===== src/rtl/sdl_head_pkg.sv =====
// Shared constants for the SDL downlink header (inserter and stripper).
// Byte offsets index into the 44-byte LVDS/JJM header; multi-byte fields are MSB first.
package sdl_head_pkg;

    localparam logic [15:0] LVDS_HEAD_LEN = 16'd44;
    localparam logic [15:0] JJM_HEAD_LEN  = 16'd38;
    localparam logic [15:0] CFG_OFS       = 16'd32;
    localparam logic [15:0] MAX_FRAME_LEN = 16'd1024;

    localparam logic [15:0] SYNC_HEAD    = 16'hEB90;
    localparam logic [15:0] CHANNEL_MANG = 16'h520A;

    localparam logic [15:0] OFS_FRAME_TYPE = 16'd0;
    localparam logic [15:0] OFS_ZERO       = 16'd1;
    localparam logic [15:0] OFS_TOTAL_LEN  = 16'd2;
    localparam logic [15:0] OFS_SEG_LEN    = 16'd4;
    localparam logic [15:0] OFS_TIME_STAMP = 16'd6;
    localparam logic [15:0] OFS_SATEL_ID   = 16'd12;
    localparam logic [15:0] OFS_BEAM_ID    = 16'd13;
    localparam logic [15:0] OFS_SYNC       = 16'd14;
    localparam logic [15:0] OFS_CFG_LEN    = 16'd16;
    localparam logic [15:0] OFS_CONTI      = 16'd18;
    localparam logic [15:0] OFS_CHANNEL    = 16'd20;
    localparam logic [15:0] OFS_DATA_TYPE  = 16'd22;
    localparam logic [15:0] OFS_FILLER     = 16'd23;

    typedef enum logic [2:0] {
        ST_IDLE,
        ST_HEAD,
        ST_PAYLOAD,
        ST_TAIL,
        ST_DROP
    } state_t;

endpackage


===== src/rtl/sdl_head_check.sv =====
// Header field capture and validation. hdr_bad is the sticky flag merged with
// the check on the current byte, so the caller can decide on the last header byte.
module sdl_head_check
    import sdl_head_pkg::*;
(
    input  logic        sys_clk,
    input  logic        rst_n,
    input  logic [7:0]  byte_in,
    input  logic [15:0] byte_idx,
    input  logic        byte_en,
    output logic [7:0]  frame_type,
    output logic [7:0]  data_type,
    output logic [15:0] total_len,
    output logic [15:0] conti_cnt,
    output logic        hdr_bad
);

    logic [7:0]  prev_byte_q, prev_byte_d;
    logic [7:0]  frame_type_q, frame_type_d;
    logic [7:0]  data_type_q, data_type_d;
    logic [15:0] total_len_q, total_len_d;
    logic [15:0] conti_q, conti_d;
    logic [47:0] time_stamp_q, time_stamp_d;
    logic [7:0]  satel_id_q, satel_id_d;
    logic [7:0]  beam_id_q, beam_id_d;
    logic        bad_q, bad_d;
    logic [15:0] field16;
    logic        fail;

    // Two-byte fields complete on their odd offset, combining the held MSB.
    assign field16 = {prev_byte_q, byte_in};

    always_comb begin
        fail = 1'b0;
        case (byte_idx)
            OFS_ZERO:             fail = (byte_in != 8'h00);
            OFS_TOTAL_LEN + 16'd1: fail = (field16 < JJM_HEAD_LEN) ||
                                         (field16 > JJM_HEAD_LEN + MAX_FRAME_LEN);
            OFS_SEG_LEN + 16'd1:   fail = (field16 != total_len_q);
            OFS_SYNC + 16'd1:      fail = (field16 != SYNC_HEAD);
            OFS_CFG_LEN + 16'd1:   fail = (field16 != total_len_q - (JJM_HEAD_LEN - CFG_OFS));
            OFS_CHANNEL + 16'd1:   fail = (field16 != CHANNEL_MANG);
            default: begin
                if (byte_idx >= OFS_FILLER && byte_idx < LVDS_HEAD_LEN) begin
                    fail = (byte_in != 8'(byte_idx - OFS_FILLER));
                end
            end
        endcase
    end

    always_comb begin
        prev_byte_d  = prev_byte_q;
        frame_type_d = frame_type_q;
        data_type_d  = data_type_q;
        total_len_d  = total_len_q;
        conti_d      = conti_q;
        time_stamp_d = time_stamp_q;
        satel_id_d   = satel_id_q;
        beam_id_d    = beam_id_q;
        bad_d        = bad_q;
        if (byte_en) begin
            prev_byte_d = byte_in;
            bad_d       = (byte_idx == OFS_FRAME_TYPE) ? fail : (bad_q | fail);
            if (byte_idx == OFS_FRAME_TYPE)        frame_type_d = byte_in;
            if (byte_idx == OFS_DATA_TYPE)         data_type_d  = byte_in;
            if (byte_idx == OFS_TOTAL_LEN + 16'd1) total_len_d  = field16;
            if (byte_idx == OFS_CONTI + 16'd1)     conti_d      = field16;
            if (byte_idx == OFS_SATEL_ID)          satel_id_d   = byte_in;
            if (byte_idx == OFS_BEAM_ID)           beam_id_d    = byte_in;
            if (byte_idx >= OFS_TIME_STAMP && byte_idx < OFS_SATEL_ID) begin
                time_stamp_d = {time_stamp_q[39:0], byte_in};
            end
        end
    end

    always_ff @(posedge sys_clk or negedge rst_n) begin
        if (!rst_n) begin
            prev_byte_q  <= '0;
            frame_type_q <= '0;
            data_type_q  <= '0;
            total_len_q  <= '0;
            conti_q      <= '0;
            time_stamp_q <= '0;
            satel_id_q   <= '0;
            beam_id_q    <= '0;
            bad_q        <= 1'b0;
        end else begin
            prev_byte_q  <= prev_byte_d;
            frame_type_q <= frame_type_d;
            data_type_q  <= data_type_d;
            total_len_q  <= total_len_d;
            conti_q      <= conti_d;
            time_stamp_q <= time_stamp_d;
            satel_id_q   <= satel_id_d;
            beam_id_q    <= beam_id_d;
            bad_q        <= bad_d;
        end
    end

    assign frame_type = frame_type_q;
    assign data_type  = data_type_q;
    assign total_len  = total_len_q;
    assign conti_cnt  = conti_q;
    assign hdr_bad    = bad_q | (byte_en & fail);

endmodule


===== src/rtl/sdl_strip_head.sv =====
// Strips and validates the 44-byte LVDS/JJM header from each vld run and
// forwards the payload with recovered type/length; bad frames are dropped whole.
module sdl_strip_head
    import sdl_head_pkg::*;
(
    input  logic        sys_clk,
    input  logic        rst_n,
    input  logic [7:0]  lvds_data,
    input  logic        lvds_data_vld,
    output logic [7:0]  frame_data,
    output logic        frame_data_vld,
    output logic [7:0]  frame_type,
    output logic [7:0]  data_type,
    output logic [15:0] frame_len,
    output logic        frame_len_vld,
    output logic [15:0] conti_cnt,
    output logic        frame_done,
    output logic        hdr_err,
    output logic        len_err,
    output logic        seq_err
);

    state_t      state_q, state_d;
    logic [15:0] hdr_cnt_q, hdr_cnt_d;
    logic [15:0] pay_cnt_q, pay_cnt_d;
    logic        first_q, first_d;
    logic [7:0]  frame_data_q, frame_data_d;
    logic        frame_data_vld_q, frame_data_vld_d;
    logic [7:0]  frame_type_q, frame_type_d;
    logic [7:0]  data_type_q, data_type_d;
    logic [15:0] frame_len_q, frame_len_d;
    logic        frame_len_vld_q, frame_len_vld_d;
    logic [15:0] conti_cnt_q, conti_cnt_d;
    logic        frame_done_q, frame_done_d;
    logic        hdr_err_q, hdr_err_d;
    logic        len_err_q, len_err_d;
    logic        seq_err_q, seq_err_d;

    logic        chk_en;
    logic [15:0] chk_idx;
    logic [7:0]  chk_frame_type, chk_data_type;
    logic [15:0] chk_total_len, chk_conti;
    logic        chk_bad;

    // Byte 0 arrives while still in IDLE, so the checker sees it there too.
    assign chk_en  = lvds_data_vld && (state_q == ST_IDLE || state_q == ST_HEAD);
    assign chk_idx = (state_q == ST_IDLE) ? 16'd0 : hdr_cnt_q;

    sdl_head_check u_check (
        .sys_clk    (sys_clk),
        .rst_n      (rst_n),
        .byte_in    (lvds_data),
        .byte_idx   (chk_idx),
        .byte_en    (chk_en),
        .frame_type (chk_frame_type),
        .data_type  (chk_data_type),
        .total_len  (chk_total_len),
        .conti_cnt  (chk_conti),
        .hdr_bad    (chk_bad)
    );

    always_comb begin
        state_d          = state_q;
        hdr_cnt_d        = hdr_cnt_q;
        pay_cnt_d        = pay_cnt_q;
        first_d          = first_q;
        frame_data_d     = frame_data_q;
        frame_data_vld_d = 1'b0;
        frame_type_d     = frame_type_q;
        data_type_d      = data_type_q;
        frame_len_d      = frame_len_q;
        frame_len_vld_d  = 1'b0;
        conti_cnt_d      = conti_cnt_q;
        frame_done_d     = 1'b0;
        hdr_err_d        = 1'b0;
        len_err_d        = 1'b0;
        seq_err_d        = 1'b0;
        case (state_q)
            ST_IDLE: begin
                if (lvds_data_vld) begin
                    state_d   = ST_HEAD;
                    hdr_cnt_d = 16'd1;
                end
            end
            ST_HEAD: begin
                if (!lvds_data_vld) begin
                    hdr_err_d = 1'b1;
                    state_d   = ST_IDLE;
                end else if (hdr_cnt_q == LVDS_HEAD_LEN - 16'd1) begin
                    if (chk_bad) begin
                        hdr_err_d = 1'b1;
                        state_d   = ST_DROP;
                    end else begin
                        frame_len_vld_d = 1'b1;
                        frame_type_d    = chk_frame_type;
                        data_type_d     = chk_data_type;
                        frame_len_d     = chk_total_len - JJM_HEAD_LEN;
                        conti_cnt_d     = chk_conti;
                        seq_err_d       = !first_q && (chk_conti != conti_cnt_q + 16'd1);
                        first_d         = 1'b0;
                        pay_cnt_d       = 16'd0;
                        if (chk_total_len == JJM_HEAD_LEN) begin
                            frame_done_d = 1'b1;
                            state_d      = ST_TAIL;
                        end else begin
                            state_d = ST_PAYLOAD;
                        end
                    end
                end else begin
                    hdr_cnt_d = hdr_cnt_q + 16'd1;
                end
            end
            ST_PAYLOAD: begin
                if (!lvds_data_vld) begin
                    len_err_d = 1'b1;
                    state_d   = ST_IDLE;
                end else begin
                    frame_data_d     = lvds_data;
                    frame_data_vld_d = 1'b1;
                    pay_cnt_d        = pay_cnt_q + 16'd1;
                    if (pay_cnt_q + 16'd1 == frame_len_q) begin
                        frame_done_d = 1'b1;
                        state_d      = ST_TAIL;
                    end
                end
            end
            ST_TAIL: begin
                if (!lvds_data_vld) begin
                    state_d = ST_IDLE;
                end else begin
                    len_err_d = 1'b1;
                    state_d   = ST_DROP;
                end
            end
            ST_DROP: begin
                if (!lvds_data_vld) state_d = ST_IDLE;
            end
            default: state_d = ST_IDLE;
        endcase
    end

    always_ff @(posedge sys_clk or negedge rst_n) begin
        if (!rst_n) begin
            state_q          <= ST_IDLE;
            hdr_cnt_q        <= '0;
            pay_cnt_q        <= '0;
            first_q          <= 1'b1;
            frame_data_q     <= '0;
            frame_data_vld_q <= 1'b0;
            frame_type_q     <= '0;
            data_type_q      <= '0;
            frame_len_q      <= '0;
            frame_len_vld_q  <= 1'b0;
            conti_cnt_q      <= '0;
            frame_done_q     <= 1'b0;
            hdr_err_q        <= 1'b0;
            len_err_q        <= 1'b0;
            seq_err_q        <= 1'b0;
        end else begin
            state_q          <= state_d;
            hdr_cnt_q        <= hdr_cnt_d;
            pay_cnt_q        <= pay_cnt_d;
            first_q          <= first_d;
            frame_data_q     <= frame_data_d;
            frame_data_vld_q <= frame_data_vld_d;
            frame_type_q     <= frame_type_d;
            data_type_q      <= data_type_d;
            frame_len_q      <= frame_len_d;
            frame_len_vld_q  <= frame_len_vld_d;
            conti_cnt_q      <= conti_cnt_d;
            frame_done_q     <= frame_done_d;
            hdr_err_q        <= hdr_err_d;
            len_err_q        <= len_err_d;
            seq_err_q        <= seq_err_d;
        end
    end

    assign frame_data     = frame_data_q;
    assign frame_data_vld = frame_data_vld_q;
    assign frame_type     = frame_type_q;
    assign data_type      = data_type_q;
    assign frame_len      = frame_len_q;
    assign frame_len_vld  = frame_len_vld_q;
    assign conti_cnt      = conti_cnt_q;
    assign frame_done     = frame_done_q;
    assign hdr_err        = hdr_err_q;
    assign len_err        = len_err_q;
    assign seq_err        = seq_err_q;

endmodule


===== config.mk =====
export PLATFORM = sky130hd
export DESIGN_NAME = sdl_strip_head
export DESIGN_NICKNAME = d
export VERILOG_FILES = /design/src/rtl/sdl_head_pkg.sv /design/src/rtl/sdl_head_check.sv /design/src/rtl/sdl_strip_head.sv
export SDC_FILE = /design/constraint.sdc
export NUM_CORES = 1
export LEC_CHECK = 0
export CAP_MARGIN = 20
export CORE_UTILIZATION = 55
export CTS_BUF_LIST = sky130_fd_sc_hd__clkbuf_2
export CTS_CLUSTER_DIAMETER = 60
export DETAILED_ROUTE_END_ITERATION = 7
export PLACE_DENSITY = 0.9
export SKIP_LAST_GASP = 1
export SYNTH_ARGS = -nofsm -noshare
export SYNTH_HDL_FRONTEND = slang
export SYNTH_SLANG_ARGS = --single-unit
export TNS_END_PERCENT = 30

===== constraint.sdc =====
create_clock -name sys_clk -period 4.5 [get_ports sys_clk]
set_clock_uncertainty 0.05 [all_clocks]
set_input_delay 0.675 -clock sys_clk [delete_from_list [all_inputs] [get_ports sys_clk]]
set_output_delay 0.675 -clock sys_clk [all_outputs]
set_load 0.02 [all_outputs]

* Word level (Yosys, flattened, before mapping)
Index checks and enable logic that the tools add are counted.
** Storage, ports and cells
- Word-level logic and storage cells :: 131
- Flip-flop bits (word level) :: 155
- Output and inout port bits :: 62
** Cells by class
- Bitwise gates (word level) :: 4
- Eq/ne operators :: 30
- Muxes and demuxes :: 46
- $add $sub $neg :: 6
- Order comparisons :: 4
- Reduce and logical (&&, ||, !) cells :: 20
** Operator list (count)
- 16-bit 2-to-1 mux :: 8
- 16-bit by 5-bit equality test with 1-bit output, second input constant :: 4
- 16-bit case mux with 2 select lines :: 2
- 16-bit by 1-bit adder with 16-bit output, second input constant :: 3
- 16-bit != test :: 3
- 16-bit by 6-bit equality test with 1-bit output, second input constant :: 2
- 16-bit by 6-bit < comparator with 1-bit output, second input constant :: 2
- 1-bit 2-to-1 mux :: 24
- 3-bit 2-to-1 mux :: 8
- 16-bit by 1-bit equality test with 1-bit output, second input constant :: 1
- 16-bit equality test :: 1
- 16-bit by 2-bit equality test with 1-bit output, second input constant :: 1
- 16-bit by 3-bit equality test with 1-bit output, second input constant :: 1
- 16-bit by 4-bit equality test with 1-bit output, second input constant :: 1
- 16-bit by 5-bit >= comparator with 1-bit output, second input constant :: 1
- 16-bit by 11-bit > comparator with 1-bit output, second input constant :: 1
- 16-bit logical NOT :: 1
- 16-bit by 15-bit != test with 1-bit output, second input constant :: 1
- 16-bit != test, second input constant :: 1
- 16-bit by 3-bit subtractor with 16-bit output, second input constant :: 1
- 16-bit by 6-bit subtractor with 16-bit output, second input constant :: 1
- 3-bit case mux with 5 select lines :: 1
- 2-bit != test, second input constant :: 6
- 4-bit AND reduction :: 3
- other kinds (21) :: 32

* Longest topological paths before layout
- Depth after elaboration :: 12
- Depth in mapped cells :: 18
- Mapped depth without buffers :: 13

* Cells and area by module
A second synthesis with hierarchy kept.
** Second synthesis, totals
- Cell total of the unflattened synthesis :: 971
- Area, all modules :: 9206.3 um^2
** Modules (own cells, without submodules)
- sdl_strip_head :: cells an instance 604, times used 1, sequential area each 2453.6 um^2, area each 5474.0 um^2
- sdl_head_check :: cells an instance 367, times used 1, sequential area each 1426.4 um^2, area each 3732.3 um^2

* Worst setup path after synthesis
OpenSTA, ideal clock, no wires.
- Path type :: reg-to-reg
- Start point :: reg state_q[2]
- End point :: reg conti_cnt_q[10], in the netlist conti_cnt[10]
- Slack :: -14 ps
- Data required time :: 4325 ps
- Cell stages (with the launch flop) :: 18
- Setup time :: 125 ps
- Path buffers :: 5
- Arrival :: 4339 ps
- Cells stage by stage :: dfrtp_1 > buf_6 > or3_1 > buf_2 > buf_2 > and2_1 > ha_1 > clkbuf_1 > a21oi_1 > nor2b_1 > o41ai_1 > nand4_1 > o41ai_1 > and4b_1 > nand4_4 > a211oi_4 > buf_8 > mux2_4
** On the way
- Longest elaborated chain between the ends :: 10
- Elaborated cells on any way between the ends :: 22
- Classes of those cells :: 1 x add/sub; 2 x order compare; 8 x eq/ne; 3 x mux; 3 x bitwise; 5 x reduce/logical
** RTL lines
- from (decl) :: line sdl_strip_head.sv:23 : state_t state_q, state_d;
- from (signal assigned) :: line sdl_strip_head.sv:160 : state_q <= state_d;
- 3-bit logical NOT :: line sdl_strip_head.sv:46, sdl_strip_head.sv:47
- 16-bit 2-to-1 mux :: line sdl_strip_head.sv:47 : assign chk_idx = (state_q == ST_IDLE) ? 16'd0 : hdr_cnt_q;
- 8-bit by 5-bit subtractor with 8-bit output (tied with other cells) :: line sdl_head_check.sv:45 : fail = (byte_in != 8'(byte_idx - OFS_FILLER));
- 8-bit != test / 1-bit logical AND (equally long branches) :: line sdl_head_check.sv:45, sdl_head_check.sv:44
- 1-bit 2-to-1 mux :: line sdl_head_check.sv:44 : if (byte_idx >= OFS_FILLER && byte_idx < LVDS_HEAD_LEN) begin
- 1-bit case mux with 6 select lines :: line sdl_head_check.sv:35 : case (byte_idx)
- 1-bit AND :: line sdl_head_check.sv:104 : assign hdr_bad = bad_q | (byte_en & fail);
- 1-bit bitwise OR :: line sdl_head_check.sv:104
- 1-bit NOT (no source line)
- 4-bit AND reduction (no source line) (*)
- to (signal assigned) :: line sdl_strip_head.sv:170 : conti_cnt_q <= conti_cnt_d;
- to (decl) :: line sdl_strip_head.sv:33 : logic [15:0] conti_cnt_q, conti_cnt_d;
Every way passes the cells marked *; elsewhere a longest branch is shown, timed or not.
A chain may end at the register's enable or synchronous reset.

* Worst setup path in the final report
- Start point :: reg state_q[2]
- End point :: reg frame_len_q[5], in the netlist frame_len[5]
** On the way
- Longest elaborated chain between the ends :: 10
- Elaborated cells on any way between the ends :: 22
- Classes of those cells :: 1 x add/sub; 2 x order compare; 8 x eq/ne; 3 x mux; 3 x bitwise; 5 x reduce/logical
** RTL lines
- 3-bit logical NOT :: line sdl_strip_head.sv:46, sdl_strip_head.sv:47
- 16-bit 2-to-1 mux :: line sdl_strip_head.sv:47
- 8-bit by 5-bit subtractor with 8-bit output (tied with other cells) :: line sdl_head_check.sv:45
- 8-bit != test / 1-bit logical AND (equally long branches) :: line sdl_head_check.sv:45, sdl_head_check.sv:44
- 1-bit 2-to-1 mux :: line sdl_head_check.sv:44
- 1-bit case mux with 6 select lines :: line sdl_head_check.sv:35
- 1-bit AND :: line sdl_head_check.sv:104
- 1-bit bitwise OR :: line sdl_head_check.sv:104
- 1-bit NOT (no source line)
- 4-bit AND reduction (no source line) (*)
- to (signal assigned) :: line sdl_strip_head.sv:168 : frame_len_q <= frame_len_d;
- to (decl) :: line sdl_strip_head.sv:31 : logic [15:0] frame_len_q, frame_len_d;
Marked as above.

==> impl_metrics.csv <==
group,metric,value,unit
cts,clk_latency,0.77,ns
route,drc_errors,0,
yosys,synthArstFlopShare,100,%
route,vias,8197,
die,ios,73,
yosys,ys_seq_area_share,40.6,%
final_layout,final_nets,1102,
run,drv_cap,0,
worst_setup_path,cp.required,5.12,ns
sta,fmax,233,MHz
final_layout,fin_cells,1318,
cts,path_clk_slew,0.27,ns
worst_setup_path,cpLargestDelayFamily,"simple AND/OR/NAND/NOR gates",
yosys,synth_edf_count,0,
die,fp.dieH,134,um
sta,fin_crit_sh,95.5,%
yosys,synth_compound_area_share,13.2,%
worst_setup_path,worst_ep_arrival_time,4.92,ns
route,vias_per_cell,6.22,
worst_setup_path,cp_num_buf_inv,4,
worst_setup_path,worst-setup-path-type,"register to register",
cts,cts.sinks,155,
worst_setup_path,cp_max_fo,17,
pwr,vdd_drop_max,0.158,mV
worst_setup_path,endpoint_kind,"register",
sta,slew_viol_final,0,
place,post-place-cells,1283,
worst_setup_path,critPathMaxStageDelay,0.45,ns
route,drt-pass1-iter-count,7,
yosys,synth_mux_area_share,12.5,%
route,ant_nets,0,
place,gp_congestion,1.03,
worst_setup_path,crit_chain,"or3_4 -> nand2_1 -> ha_2 -> and3b_1 -> buf_4 -> nand3_1 -> buf_4 -> o32a_1 -> o21ai_0 -> xnor2_1 -> and4_4 -> nand4_4 -> a211oi_4 -> buf_12 -> buf_12 -> mux2_4",
yosys,synth_top_family_by_area,"simple AND/OR/NAND/NOR gates",
cts,clock-root-buffer,"clkbuf_2",
cts,cts_tree,"done",
yosys,synth_xor_area_share,7.33,%
yosys,yosys_most_used_dff,"dfrtp_1",
yosys,synthSimpleGateAreaFrac,21.1,%
yosys,syn_nets,1009,
final_layout,syn2layout_area_growth,16.7,%
sta,final-setup-viol-count,0,
cts,h-tree-depth,4,
route,routedWlPerCell,19.9,um
worst_hold_path,min_path_type,"input port to async pin",
pwr,power_density,327,mW/mm^2
global_routing,grt_start_max_net_pins,102,
yosys,synth.ff_latch_count,155,
global_routing,grt_pass1_vias,7844,
worst_setup_path,critPathSlowestCell,"dfrtp_1",
die,design.core.area,0.0168,mm^2
die,start_util,57.1,%
route,routed_wl,26300,um
place,io_buffers,72,
yosys,yosysUniqueCellTypes,77,
yosys,synth_warnings,0,
final_layout,multiInputGateArea,0.00537,mm^2
die,rows,47,
yosys,synth_adder_area_share,1.05,%
final_layout,drive_gt1_share,19.4,%
cts,ctsLongestPathBuffers,2,
yosys,avgSynthCellArea,9.66,um^2
global_routing,grt-ovfl-total,0,
sta,tns,0,ns
sta,fin_crit,4.30,ns
worst_setup_path,critPathLaunchType,"register",
cts,cts_buffers,17,
sta,max_slew_margin,36.9,%
global_routing,antenna_found_initial,2,
final_layout,regArea,0.00388,mm^2
status,outcome,"finished clean",
sta,tightest_slew,0.946,ns
yosys,syn_inst,990,
yosys,syn-cell-area,0.00956,mm^2
final_layout,fillers,1308,
pwr,leakagePower,0.00477,uW
route,drtIter0Drc,943,
die,die_width,134,um
die,dieArea,0.0179,mm^2
global_routing,grt_pass1_wl,42000,um
sta,rsz0062_at_grt,"no",
place,dp_hpwl,19200,um
global_routing,grtUsageTotal,30.2,%
sta,hold_viol,0,
## cell usage after synthesis, drive strengths merged, types with 7 or more instances
cell	instances	area [um^2]
nor2	62	233
buf	24	180
xor2	35	307
dfrtp	154	3850
xnor2	45	394
inv	24	90.1
nor2b	7	43.8
and4	11	96.3
a31oi	8	50.1
a21oi	32	160
ha	8	100
or2	8	50.1
o21ai	74	370
nor3	22	110
and3	13	81.3
o211ai	7	52.6
nand2	120	450
nor4	17	155
mux2	81	1080
o31ai	12	90.1
or4	11	86.3
nand3	24	120
and2	8	50.1
mux2i	11	110
or3	15	93.8
clkbuf	38	143
nand4	32	243
## flip-flops by register name (all words and copies together), names as in the netlist, 3 cells and up
register,count
conti_cnt,16
frame_len,16
hdr_cnt_q,16
pay_cnt_q,16
u_check.conti_cnt,16
u_check.total_len,16
data_type,8
frame_data,8
frame_type,8
u_check.data_type,8
u_check.frame_type,8
u_check.prev_byte_q,8
state_q,3
## worst reg2reg max path: cells and delay by family (launching register included)
| kind | cells | cell delay (ns) |
|---|---|---|
| adder cells (fa/ha/maj) | 1 | 0.24 |
| AND/OR/NAND/NOR | 6 | 1.38 |
| buffers and inverters | 4 | 0.74 |
| AO/OA/AOI/OAI | 3 | 0.83 |
| XOR/XNOR | 1 | 0.21 |
| flip-flops | 1 | 0.45 |
| multiplexers | 1 | 0.30 |
## logic make-up (layout without fill, tap and decap cells)
| family | Yosys count | count (layout) |
|---|---|---|
| other | 0 | 2 |
| XOR/XNOR | 80 | 80 |
| AND/OR/NAND/NOR | 375 | 375 |
| buffers and inverters | 86 | 192 |
| AO/OA/AOI/OAI | 194 | 194 |
| multiplexers | 92 | 92 |
| flip-flops | 155 | 155 |
| adder cells (fa/ha/maj) | 8 | 8 |
## per-layer routing
layer / vias up / wire (um) / track usage [%]
li1: 3783 / - / -
met1: 3999 / 11200 / 40.8
met2: 368 / 12300 / 48.1
met3: 47 / 2080 / 6.50
met4: 0 / 709 / 10.4
met5: - / 0 / 0
## area by class of cell
class / instances / share of cell area (%)
antenna: 2 / 0.0448
tap: 220 / 2.47
multi-input combinational: 749 / 48.2
clock buffer: 17 / 0.762
clock inverter: 15 / 1.76
inverter: 24 / 0.807
sequential: 155 / 34.8
timing repair buffer: 136 / 11.2
## final timing paths
| path | from | end | slack (ns) | depth (start not counted) |
|---|---|---|---|---|
| max | state_q[2] | frame_len[5] | 0.20 | 16 |
| min | rst_n | pay_cnt_q[12] | 0.44 | 2 |
| max reg2reg | state_q[2] | frame_len[5] | 0.20 | 16 |
| min reg2reg | first_q | first_q | 0.46 | 1 |
| max in group asynchronous | rst_n | hdr_cnt_q[0] | 2.96 | 3 |
| min in group sys_clk | first_q | first_q | 0.46 | 1 |
## cell usage in the layout (no fill, tap or decap), types with 24 or more instances in the layout
master,instances
mux2_4,45
xor2_1,35
mux2_2,36
o21ai_0,74
inv_1,24
a21oi_1,31
nand3_1,24
nand2_1,120
nor2_1,62
buf_4,59
clkdlybuf4s50_1,71
nand4_1,28
dfrtp_1,154
xnor2_1,45
## repair_timing
action,4_1_cts,5_1_grt
setup endpoints to repair,30,55
hold endpoints to repair,99,0
resized for setup,1,18
pin swaps,0,3
buffers inserted,0,0
hold buffers,1,0
## power breakdown
part / switching (uW) / leakage (uW) / internal [uW]
sequential: 217 / 0.00207 / 1500
clock: 596 / 0.000168 / 293
combinational: 611 / 0.00254 / 424
total: 1420 / 0.00477 / 2220
## stage by stage
step                      hold slack [ns]  setup slack, ns  area [um^2]  utilization (%)  power (uW)
after floorplan                     0.329           0.0492         9570                -        2360
after CTS                           0.458           0.0114        11100             66.1        3610
after global placement              0.407            0.129        10800             64.3        2700
after global routing                0.443           0.0408        11200             66.6        3830
after detailed placement            0.417           0.0368        10800             64.3        2710
final                               0.442            0.204        11200             66.6        3650
Note: power is estimated with default switching activity, not from simulation.
